**config.mk**
```make
export PLATFORM = sky130hd
export DESIGN_NAME = ahblite_oled_spi_slave
export DESIGN_NICKNAME = d
export VERILOG_FILES = /design/src/rtl/oled_pkg.sv /design/src/rtl/oled_spi_serialiser.sv /design/src/rtl/ahblite_oled_spi_slave.sv
export SDC_FILE = /design/constraint.sdc
export NUM_CORES = 1
export LEC_CHECK = 0
export ABC_CLOCK_PERIOD_IN_PS = 1990
export CAP_MARGIN = 20
export CORE_AREA = 4 4 85 87
export CTS_CLUSTER_DIAMETER = 30
export DETAILED_ROUTE_END_ITERATION = 8
export DIE_AREA = 0 0 89 91
export DONT_BUFFER_PORTS = 1
export HOLD_SLACK_MARGIN = 0.12
export PLACE_DENSITY = 0.6
export SYNTH_ARGS = -nofsm -noshare
export SYNTH_HDL_FRONTEND = slang
export SYNTH_SLANG_ARGS = --single-unit
```
**constraint.sdc**
```tcl
create_clock -name HCLK -period 1.99 [get_ports HCLK]
set_clock_uncertainty 0.05 [all_clocks]
set_input_delay 0.199 -clock HCLK [delete_from_list [all_inputs] [get_ports HCLK]]
set_output_delay 0.199 -clock HCLK [all_outputs]
set_load 0.01 [all_outputs]
```
**src/rtl/oled_pkg.sv**
```systemverilog
// ---------------------------------------------------------------------------
// oled_pkg
// Shared definitions for the AHB-Lite OLED SPI responder:
//   - register offsets decoded from HADDR[3:2]
//   - CTRL register bit positions
//   - serialiser FSM state encoding
//   - ctrl_word(): packs the CTRL fields into a 32-bit read word
// ---------------------------------------------------------------------------
package oled_pkg;

    localparam logic [1:0] REG_CMD    = 2'd0;
    localparam logic [1:0] REG_DATA   = 2'd1;
    localparam logic [1:0] REG_CTRL   = 2'd2;
    localparam logic [1:0] REG_STATUS = 2'd3;

    localparam int CTRL_DIV_LSB   = 0;
    localparam int CTRL_DIV_MSB   = 7;
    localparam int CTRL_RES_N_BIT = 8;
    localparam int CTRL_EN_BIT    = 9;

    typedef enum logic [2:0] {
        ST_IDLE = 3'd0,
        ST_LOAD = 3'd1,
        ST_LOW  = 3'd2,
        ST_HIGH = 3'd3,
        ST_GAP  = 3'd4
    } ser_state_t;

    function automatic logic [31:0] ctrl_word(input logic [7:0] div,
                                              input logic       res_n,
                                              input logic       en);
        logic [31:0] w;
        w = '0;
        w[CTRL_DIV_MSB:CTRL_DIV_LSB] = div;
        w[CTRL_RES_N_BIT]            = res_n;
        w[CTRL_EN_BIT]               = en;
        return w;
    endfunction

endpackage

```
**src/rtl/oled_spi_serialiser.sv**
```systemverilog
// ---------------------------------------------------------------------------
// oled_spi_serialiser
// SPI mode-0 byte serialiser, MSB first, with chip select framing and a
// D/C line latched per byte. Each SCLK half-period and the inter-byte gap
// last (div+1) clock cycles; div is sampled at the start of every half.
//
// Ports
//   i_clk, i_rst   clock, synchronous active-high reset
//   i_byte, i_dc   byte and D/C from the holding register
//   i_valid        holding register full
//   i_div          SCLK half-period divider
//   i_en           allows a new byte to start
//   o_take         high for the one cycle the held byte is consumed
//   o_busy         FSM not idle
//   o_sclk, o_sdin, o_cs_n, o_dc   SPI pins (registered)
// ---------------------------------------------------------------------------
module oled_spi_serialiser (
    input  logic       i_clk,
    input  logic       i_rst,
    input  logic [7:0] i_byte,
    input  logic       i_dc,
    input  logic       i_valid,
    input  logic [7:0] i_div,
    input  logic       i_en,
    output logic       o_take,
    output logic       o_busy,
    output logic       o_sclk,
    output logic       o_sdin,
    output logic       o_cs_n,
    output logic       o_dc
);
    import oled_pkg::*;

    ser_state_t r_state;
    logic [7:0] r_shift;
    logic [7:0] r_cnt;
    logic [3:0] r_bitcnt;
    logic       r_sclk;
    logic       r_sdin;
    logic       r_cs_n;
    logic       r_dc;
    logic       w_half_done;

    // r_cnt counts down from the divider value latched at the half start
    assign w_half_done = (r_cnt == 8'd0);

    always_ff @(posedge i_clk) begin
        if (i_rst) begin
            r_state  <= ST_IDLE;
            r_cnt    <= 8'd0;
            r_bitcnt <= 4'd0;
            r_sclk   <= 1'b0;
            r_sdin   <= 1'b0;
            r_cs_n   <= 1'b1;
            r_dc     <= 1'b0;
        end else begin
            case (r_state)
                ST_IDLE: begin
                    // Pins take their LOAD values on entry so they are
                    // already valid during the LOAD cycle itself.
                    if (i_en && i_valid) begin
                        r_state  <= ST_LOAD;
                        r_cs_n   <= 1'b0;
                        r_dc     <= i_dc;
                        r_sdin   <= i_byte[7];
                        r_bitcnt <= 4'd0;
                    end
                end
                ST_LOAD: begin
                    r_state <= ST_LOW;
                    r_cnt   <= i_div;
                end
                ST_LOW: begin
                    if (w_half_done) begin
                        r_state <= ST_HIGH;
                        r_sclk  <= 1'b1;
                        r_cnt   <= i_div;
                    end else begin
                        r_cnt <= r_cnt - 8'd1;
                    end
                end
                ST_HIGH: begin
                    if (w_half_done) begin
                        r_sclk   <= 1'b0;
                        r_cnt    <= i_div;
                        r_bitcnt <= r_bitcnt + 4'd1;
                        if (r_bitcnt == 4'd7) begin
                            r_state <= ST_GAP;
                            r_cs_n  <= 1'b1;
                            r_sdin  <= 1'b0;
                        end else begin
                            r_state <= ST_LOW;
                            r_sdin  <= r_shift[6];
                        end
                    end else begin
                        r_cnt <= r_cnt - 8'd1;
                    end
                end
                ST_GAP: begin
                    if (w_half_done) begin
                        r_state <= ST_IDLE;
                    end else begin
                        r_cnt <= r_cnt - 8'd1;
                    end
                end
                default: r_state <= ST_IDLE;
            endcase
        end
    end

    // Shifter: the held byte is still stable during LOAD, since the holding
    // register can only be overwritten at the end of the take cycle.
    always_ff @(posedge i_clk) begin
        if (r_state == ST_LOAD) begin
            r_shift <= i_byte;
        end else if ((r_state == ST_HIGH) && w_half_done) begin
            r_shift <= {r_shift[6:0], 1'b0};
        end
    end

    assign o_take = (r_state == ST_LOAD);
    assign o_busy = (r_state != ST_IDLE);
    assign o_sclk = r_sclk;
    assign o_sdin = r_sdin;
    assign o_cs_n = r_cs_n;
    assign o_dc   = r_dc;

endmodule

```
**src/rtl/ahblite_oled_spi_slave.sv**
```systemverilog
// ---------------------------------------------------------------------------
// ahblite_oled_spi_slave
// AHB-Lite responder driving a 4-wire SPI OLED panel. Writes to CMD (DC=0)
// or DATA (DC=1) pass through a one-byte holding register into the
// serialiser; a write that finds the holding register full is stretched
// with HREADYOUT wait states until the serialiser takes the held byte.
//
// Register map (HADDR[3:2]): 0 CMD (W), 1 DATA (W),
//   2 CTRL (RW: [7:0] div, [8] res_n, [9] en), 3 STATUS (R: [0] busy,
//   [1] hold_full).
//
// Optional feature macro OLED_HRESP_ERR_EN: STATUS writes and reads with
// HADDR[1:0]!=0 get a two-cycle ERROR response and change no state. Without
// it those accesses complete OKAY (STATUS writes ignored).
//
// Ports: AHB-Lite slave interface (HCLK, HRESET sync active-high, HSEL,
// HADDR, HTRANS, HWRITE, HSIZE/HBURST/HPROT unused, HREADY, HWDATA,
// HREADYOUT, HRDATA, HRESP) and panel pins OLED_SCLK, OLED_SDIN,
// OLED_CS_N, OLED_DC, OLED_RES_N.
// ---------------------------------------------------------------------------
module ahblite_oled_spi_slave #(
    parameter logic [7:0] DIV_RESET = 8'd3
) (
    input  logic        HCLK,
    input  logic        HRESET,
    input  logic        HSEL,
    input  logic [31:0] HADDR,
    input  logic [1:0]  HTRANS,
    input  logic        HWRITE,
    input  logic [2:0]  HSIZE,
    input  logic [2:0]  HBURST,
    input  logic [3:0]  HPROT,
    input  logic        HREADY,
    input  logic [31:0] HWDATA,
    output logic        HREADYOUT,
    output logic [31:0] HRDATA,
    output logic        HRESP,
    output logic        OLED_SCLK,
    output logic        OLED_SDIN,
    output logic        OLED_CS_N,
    output logic        OLED_DC,
    output logic        OLED_RES_N
);
    import oled_pkg::*;

    logic       r_dp_active;
    logic       r_dp_write;
    logic [1:0] r_dp_addr;
    logic       r_hold_full;
    logic       r_hold_dc;
    logic [7:0] r_hold_byte;
    logic [7:0] r_div;
    logic       r_res_n;
    logic       r_en;

    logic w_accept;
    logic w_take;
    logic w_busy;
    logic w_dp_bad;
    logic w_err_wait;
    logic w_dp_ok;
    logic w_wr_byte;
    logic w_wr_ctrl;
    logic w_stall;
    logic w_capture;
    logic w_unused;

    assign w_unused = ^{HSIZE, HBURST, HPROT, HADDR[31:4], HADDR[1:0],
                        HTRANS[0], HWDATA[31:10]};

    assign w_accept = HSEL & HTRANS[1] & HREADY;

    // Address phase -> data phase registers; held while the bus is stalled
    always_ff @(posedge HCLK) begin
        if (HRESET) begin
            r_dp_active <= 1'b0;
        end else if (HREADY) begin
            r_dp_active <= w_accept;
        end
    end

    always_ff @(posedge HCLK) begin
        if (HREADY) begin
            r_dp_write <= HWRITE;
            r_dp_addr  <= HADDR[3:2];
        end
    end

`ifdef OLED_HRESP_ERR_EN
    logic r_dp_misalign;
    logic r_err2;

    always_ff @(posedge HCLK) begin
        if (HREADY) begin
            r_dp_misalign <= |HADDR[1:0];
        end
    end

    assign w_dp_bad = r_dp_active &
                      ((r_dp_write & (r_dp_addr == REG_STATUS)) |
                       (~r_dp_write & r_dp_misalign));

    // r_err2 marks the second (HREADYOUT=1) cycle of the ERROR response
    always_ff @(posedge HCLK) begin
        if (HRESET) begin
            r_err2 <= 1'b0;
        end else begin
            r_err2 <= w_dp_bad & ~r_err2;
        end
    end

    assign w_err_wait = w_dp_bad & ~r_err2;
`else
    assign w_dp_bad   = 1'b0;
    assign w_err_wait = 1'b0;
`endif

    assign w_dp_ok   = r_dp_active & ~w_dp_bad;
    assign w_wr_byte = w_dp_ok & r_dp_write & ~r_dp_addr[1];
    assign w_wr_ctrl = w_dp_ok & r_dp_write & (r_dp_addr == REG_CTRL);
    // A take in the same cycle frees the slot, so the write lands at once
    assign w_stall   = w_wr_byte & r_hold_full & ~w_take;
    assign w_capture = w_wr_byte & ~w_stall;

    always_ff @(posedge HCLK) begin
        if (HRESET) begin
            r_hold_full <= 1'b0;
        end else if (w_capture) begin
            r_hold_full <= 1'b1;
        end else if (w_take) begin
            r_hold_full <= 1'b0;
        end
    end

    always_ff @(posedge HCLK) begin
        if (w_capture) begin
            r_hold_byte <= HWDATA[7:0];
            r_hold_dc   <= (r_dp_addr == REG_DATA);
        end
    end

    always_ff @(posedge HCLK) begin
        if (HRESET) begin
            r_div   <= DIV_RESET;
            r_res_n <= 1'b0;
            r_en    <= 1'b0;
        end else if (w_wr_ctrl) begin
            r_div   <= HWDATA[CTRL_DIV_MSB:CTRL_DIV_LSB];
            r_res_n <= HWDATA[CTRL_RES_N_BIT];
            r_en    <= HWDATA[CTRL_EN_BIT];
        end
    end

    always_comb begin
        HRDATA = 32'd0;
        if (w_dp_ok && !r_dp_write) begin
            case (r_dp_addr)
                REG_CTRL:   HRDATA = ctrl_word(r_div, r_res_n, r_en);
                REG_STATUS: HRDATA = {30'd0, r_hold_full, w_busy};
                default:    HRDATA = 32'd0;
            endcase
        end
    end

    assign HREADYOUT  = ~w_err_wait & ~w_stall;
    assign HRESP      = w_dp_bad;
    assign OLED_RES_N = r_res_n;

    oled_spi_serialiser u_ser (
        .i_clk   (HCLK),
        .i_rst   (HRESET),
        .i_byte  (r_hold_byte),
        .i_dc    (r_hold_dc),
        .i_valid (r_hold_full),
        .i_div   (r_div),
        .i_en    (r_en),
        .o_take  (w_take),
        .o_busy  (w_busy),
        .o_sclk  (OLED_SCLK),
        .o_sdin  (OLED_SDIN),
        .o_cs_n  (OLED_CS_N),
        .o_dc    (OLED_DC)
    );

endmodule

```
* After elaboration in Yosys (flattened, before gate mapping)
Cells that the tools add are included.
** Word-level totals
- Flip-flop bits (word level) :: 50
- Word-level logic and storage cells :: 92
** Operators by class
- Equal/unequal tests :: 14
- $add $sub $neg :: 2
- Mux-type cells :: 29
- Bitwise logic cells :: 11
- Reduce and logical (&&, ||, !) cells :: 19
** Operators by type and width (count)
- 8-bit case mux with 3 select lines :: 1
- 10-bit case mux with 2 select lines :: 1
- 8-bit two-way mux :: 2
- 3-bit two-way mux :: 5
- 3-bit case mux with 5 select lines :: 1
- 7-bit two-way mux :: 2
- 1-bit two-way mux :: 10
- 10-bit two-way mux :: 1
- 2-bit by 1-bit inequality test with 1-bit output (second input constant) :: 5
- 1-bit AND :: 8
- 8-bit zero test :: 1
- 4-bit two-way mux :: 2
- 4-bit case mux with 2 select lines :: 1
- 4-bit AND reduction :: 2
- 2-bit nonzero test :: 4
- 8-bit by 1-bit subtractor with 8-bit output (second input constant) :: 1
- 3-bit by 2-bit equality test with 1-bit output (second input constant) :: 2
- 1-bit case mux with 2 select lines :: 3
- 3-bit AND reduction :: 2
- 3-bit nonzero test :: 2
- 4-bit by 1-bit adder with 4-bit output (second input constant) :: 1
- 2-bit equality test (second input constant) :: 2
- 4-bit by 3-bit equality test with 1-bit output (second input constant) :: 1
- 2-bit AND reduction :: 2
- 9 further kinds :: 13

* Depth between registers and ports, before layout
- Depth in word-level cells :: 7
- Mapped depth :: 9
- Gate-level depth less buffers :: 7

* Hierarchy
A second synthesis with hierarchy kept.
** Unflattened totals
- Cell total of the unflattened synthesis :: 281
- Area total of the unflattened synthesis :: 2690.1 µm²
** Modules (own cells, without submodules)
- oled_spi_serialiser :: cells an instance 176, area each 1517.7 µm², times used 1
- ahblite_oled_spi_slave :: cells an instance 105, area each 1172.4 µm², times used 1

* Worst setup path after synthesis
No wires, ideal clock.
- Kind :: reg-to-reg
- From :: register u_ser.r_state[0]
- To :: register r_hold_byte[0], enable pin
- Stages on the path, launching flop included :: 6
- Clock period less this slack :: 2146 ps
- Setup time :: 378 ps
- Path buffers :: 2
- Setup slack :: -156 ps
- Arrival :: 1719 ps
- Cells stage by stage :: dfxtp_1 clkbuf_1 inv_1 or3_1 clkbuf_1 a21oi_1
** Between the ends
- Longest elaborated chain between the ends :: 5
** Ends and longest elaborated chain
- start: declaration :: line oled_spi_serialiser.sv:34 : ser_state_t r_state;
- start signal: assignment :: line oled_spi_serialiser.sv:49 : r_state <= ST_IDLE;
- start signal: assignment :: line oled_spi_serialiser.sv:62 : r_state <= ST_LOAD;
- start signal: assignment :: line oled_spi_serialiser.sv:70 : r_state <= ST_LOW;
- 3-bit by 1-bit equality test with 1-bit output :: line oled_spi_serialiser.sv:121 : assign o_take = (r_state == ST_LOAD);
- 1-bit NOT :: line ahblite_oled_spi_slave.sv:122 : assign w_stall = w_wr_byte & r_hold_full & ~w_take;
- 1-bit AND :: line ahblite_oled_spi_slave.sv:122
- 1-bit NOT :: line ahblite_oled_spi_slave.sv:123 : assign w_capture = w_wr_byte & ~w_stall;
- 1-bit AND :: line ahblite_oled_spi_slave.sv:123
- named net w_capture :: line ahblite_oled_spi_slave.sv:65 : logic w_capture;
- end signal: assignment :: line ahblite_oled_spi_slave.sv:137 : r_hold_byte <= HWDATA[7:0];
- end: declaration :: line ahblite_oled_spi_slave.sv:51 : logic [7:0] r_hold_byte;
The timed path passes the listed nets, and every way through them passes these cells.
A chain may end at the register's enable or synchronous reset.

* Worst setup path after layout
- From :: register u_ser.r_cnt[0]
- To :: register u_ser.r_shift[2], enable pin
** Between the ends
- Longest elaborated chain between the ends :: 3
** Ends and longest elaborated chain
- start: declaration :: line oled_spi_serialiser.sv:36 : logic [7:0] r_cnt;
- start signal: assignment :: line oled_spi_serialiser.sv:71 : r_cnt <= i_div;
- start signal: assignment :: line oled_spi_serialiser.sv:77 : r_cnt <= i_div;
- start signal: assignment :: line oled_spi_serialiser.sv:79 : r_cnt <= r_cnt - 8'd1;
- 8-bit zero test :: line oled_spi_serialiser.sv:45 : assign w_half_done = (r_cnt == 8'd0);
- 1-bit logical AND :: line oled_spi_serialiser.sv:116 : end else if ((r_state == ST_HIGH) && w_half_done) begin
- 2-bit nonzero test (no line)
- end signal: assignment :: line oled_spi_serialiser.sv:115 : r_shift <= i_byte;
- end signal: assignment :: line oled_spi_serialiser.sv:117 : r_shift <= {r_shift[6:0], 1'b0};
- end: declaration :: line oled_spi_serialiser.sv:35 : logic [7:0] r_shift;
No other way between the ends.

==> out/metrics.cfg <==
[layout]
final_util_pct=46.54
antenna_cells=0
final_cell_count_no_fill=388
areaGrowthSynthToFinish_pct=17.16
nNetsFinal=393
design_area_sq_um=2955
drive_gt1_share_pct=16.72

[place]
place_ws_ps=36.75
dp_hpwl_mm=4.064
place_congestion=0.8299
placed_cells=361
portBuffers=0
place_area_sq_um=2650

[routing]
wl_mm=5.575
viasPerCell=5.098
drc=0
drt.antenna.violating_nets=0
drtIter0Drc=111
vias=1978
dr.pass1.iters=4
wl_per_cell_um=14.37

[setup_path]
ff2ff_path_depth=5
crit_type=flip-flop to flip-flop
r2r_slack_ps=30
critPathRequiredTime_ps=1960
startpoint_type=flip-flop
cp_slowest_stage_delay_ps=520
reg2reg_from=u_ser.r_cnt[0]$_SDFFE_PP0P_
crit_slowest_cell=or4b_4
r2r_end=u_ser.r_shift[2]$_DFFE_PP_
path_cells=inv_2 > ha_4 > or4b_4 > nor4_4 > or2_4
cp.arrival_ps=1930
worst-path-max-fanout=7
critPathCaptureType=flip-flop

[grt]
grt_antenna_before_repair=0
grt_pass1_vias=1922
overflow=0
grt_pass1_wl_mm=9.239
globalRouteTotalUtil_pct=14.42
grt_start_max_net_pins=31

[synthesis]
yosysSeqAreaShare_pct=47.22
synth-warning-count=0
synth_edf_count=19
postSynthAreaPerCell_sq_um=9.106
synth-async-reset-ratio_pct=0
syn_inst=277
syn-cell-area_sq_um=2522
synth_top_area_share_pct=24.60
synthTopCellsByCount=nand2_1 (47), dfxtp_1 (31), a21oi_1 (25), buf_4 (25), edfxtp_1 (19)
ys_ff_latch=50
synth_cell_type_count=52
synth_most_common_cell=nand2_1
yosys-top-cells-area=dfxtp_1 (25%), edfxtp_1 (23%), buf_4 (7.4%)
synth_top_flop_cell=dfxtp_1
synth_top_area_cell=dfxtp_1

[floorplanning]
fp.coreArea_sq_um=6350
dieArea_sq_um=8099
io_pins=120
dieHeight_um=91
die_w_um=89
rows=29
start_util_pct=39.72

[timing]
setup_viol_count_final=0
rsz0062_at_grt=true
drv_slew=0
finalCriticalPeriod_ps=1961
fin_ws_ps=29.15
max_freq_mhz=510.0
finalCritPeriodShare_pct=98.54
hold_viol=0

[worst_hold_path]
holdPathStages=4
hold_class=input pin to flip-flop
min_to=u_ser.r_cnt[7]$_SDFFE_PP0P_
hp-start=HRESET

[pwr]
p_per_area_nw_per_um2=601.1
peakVddDrop_uv=312.3
p_leak_nw=1.100

[clock_tree]
clk_pin_slew_ps=100
cts.sinks=50
htreeDepth=2
clkLatencyLatePin_ps=300
cts_tree=yes
cts-root-buf=clkbuf_8
max-clock-path-buffers=2
cts_buffers=5

[outcome]
status=complete, no violations

[flow_run]
cap_viol_max_count=0

how the worst max path moves through the flow:
stage | from | to | slack, ps
floorplan | u_ser.r_cnt[0]$_SDFFE_PP0P_ | u_ser.r_shift[0]$_SDFFCE_PN0P_ | -20
finish | u_ser.r_cnt[0]$_SDFFE_PP0P_ | u_ser.r_shift[2]$_DFFE_PP_ | 30
CTS | u_ser.r_cnt[0]$_SDFFE_PP0P_ | u_ser.r_shift[4]$_DFFE_PP_ | 10
global route | u_ser.r_cnt[0]$_SDFFE_PP0P_ | u_ser.r_shift[4]$_DFFE_PP_ | -30
detailed placement | u_ser.r_cnt[0]$_SDFFE_PP0P_ | u_ser.r_shift[0]$_SDFFCE_PN0P_ | 40
global placement | u_ser.r_cnt[0]$_SDFFE_PP0P_ | u_ser.r_shift[0]$_SDFFCE_PN0P_ | 40
final cells by class:
type                       instances  area [sq um]
tap                               77         96.34
clock inverter                     3         25.02
multi-input combinational        211          1200
inverter                           4         15.01
timing repair buffer              38         350.3
clock buffer                       5         68.82
sequential                        50          1200
fill                             615          3395
routing by layer:
layer  share of wire, %  wire length [um]  up-vias  global-route usage [%]
met4               0.84                47        0                   3.722
met2                 45              2504       55                   21.35
met5                  0                 0        -                       0
met3                6.9               382        4                   4.525
li1                   -                 -     1000                       -
met1                 47              2641      919                   20.41
layout by cell type (no fill, tap or decap), types with 2 or more instances in the layout:
master and n:
nand3_1 4, nor2_1 15, nand4b_1 2, o2bb2ai_1 2
nand4_1 2, o21a_1 2, nor2b_1 4, and2_1 9
nand2b_1 6, a211oi_1 2, or3_1 3, nor3b_1 4
conb_1 23, nor3_1 8, nand3b_1 5, a22oi_1 2
mux2i_1 4, inv_2 2, buf_4 20, clkbuf_8 5
edfxtp_1 19, nand2_1 47, dfxtp_1 26, dfxtp_2 4
or2_2 2, inv_1 2, buf_12 2, o21ai_0 9
o22ai_1 2, a31oi_1 2, or4_1 2, dlygate4sd3_1 16
a21oi_1 24
per-stage QoR:
| step | TNS (ps) | hold WS, ps | power (mW) |
|---|---|---|---|
| 2_1_floorplan | -113.1 | 247.9 | 1.173 |
| 3_3_place_gp | 0 | 224.0 | 1.137 |
| 3_5_place_dp | 0 | 226.8 | 1.138 |
| 4_1_cts | 0 | 123.4 | 1.793 |
| 5_1_grt | -229.2 | 160.5 | 1.854 |
| 6_report | 0 | 131.5 | 1.777 |
logic make-up (layout without fill, tap and decap cells):
logic type,count (synthesis),count (layout),synth area share (%)
compound gates,59,59,14.53
xor+xnor,1,1,0.3473
fa+ha+maj,2,2,0.9919
buf+inv,38,50,9.772
flops,50,50,47.22
mux,4,4,1.587
other cells,1,23,0.1487
simple gates,122,122,25.40
registers in the layout, summed over array words and instances, names as in the netlist:
register / flops
u_ser.r_shift: 7
u_ser.o_cs_n: 1
u_ser.o_dc: 1
r_dp_write: 1
r_dp_active: 1
r_hold_dc: 1
u_ser.r_bitcnt: 4
u_ser.r_cnt: 8
u_ser.o_sdin: 1
r_dp_addr: 2
r_en: 1
u_ser.o_sclk: 1
r_div: 8
u_ser.r_state: 3
r_hold_full: 1
OLED_RES_N: 1
r_hold_byte: 8
critical path: cells and delay by family (launching register included):
kind / cells / cell delay, ps
adders and majority gates: 1 / 130
buffers and inverters: 1 / 60
and+or+nand+nor: 3 / 1100
DFF: 1 / 330
what timing repair did:
action                     in CTS  in global routing
gates resized for setup         1                  6
hold buffers                   17                  0
hold endpoints to repair       44                  0
setup endpoints to repair       1                 17
pin swaps                       0                  2
buffers inserted                0                  2
where the power goes:
group	internal, mW	switching (mW)	total (mW)	leakage [nW]
Combinational	0.0354	0.0463	0.0817	0.630
Clock	0.255	0.365	0.619	0.0447
Sequential	1.07	0.00902	1.08	0.425
Note: power is estimated with default switching activity, not from simulation.
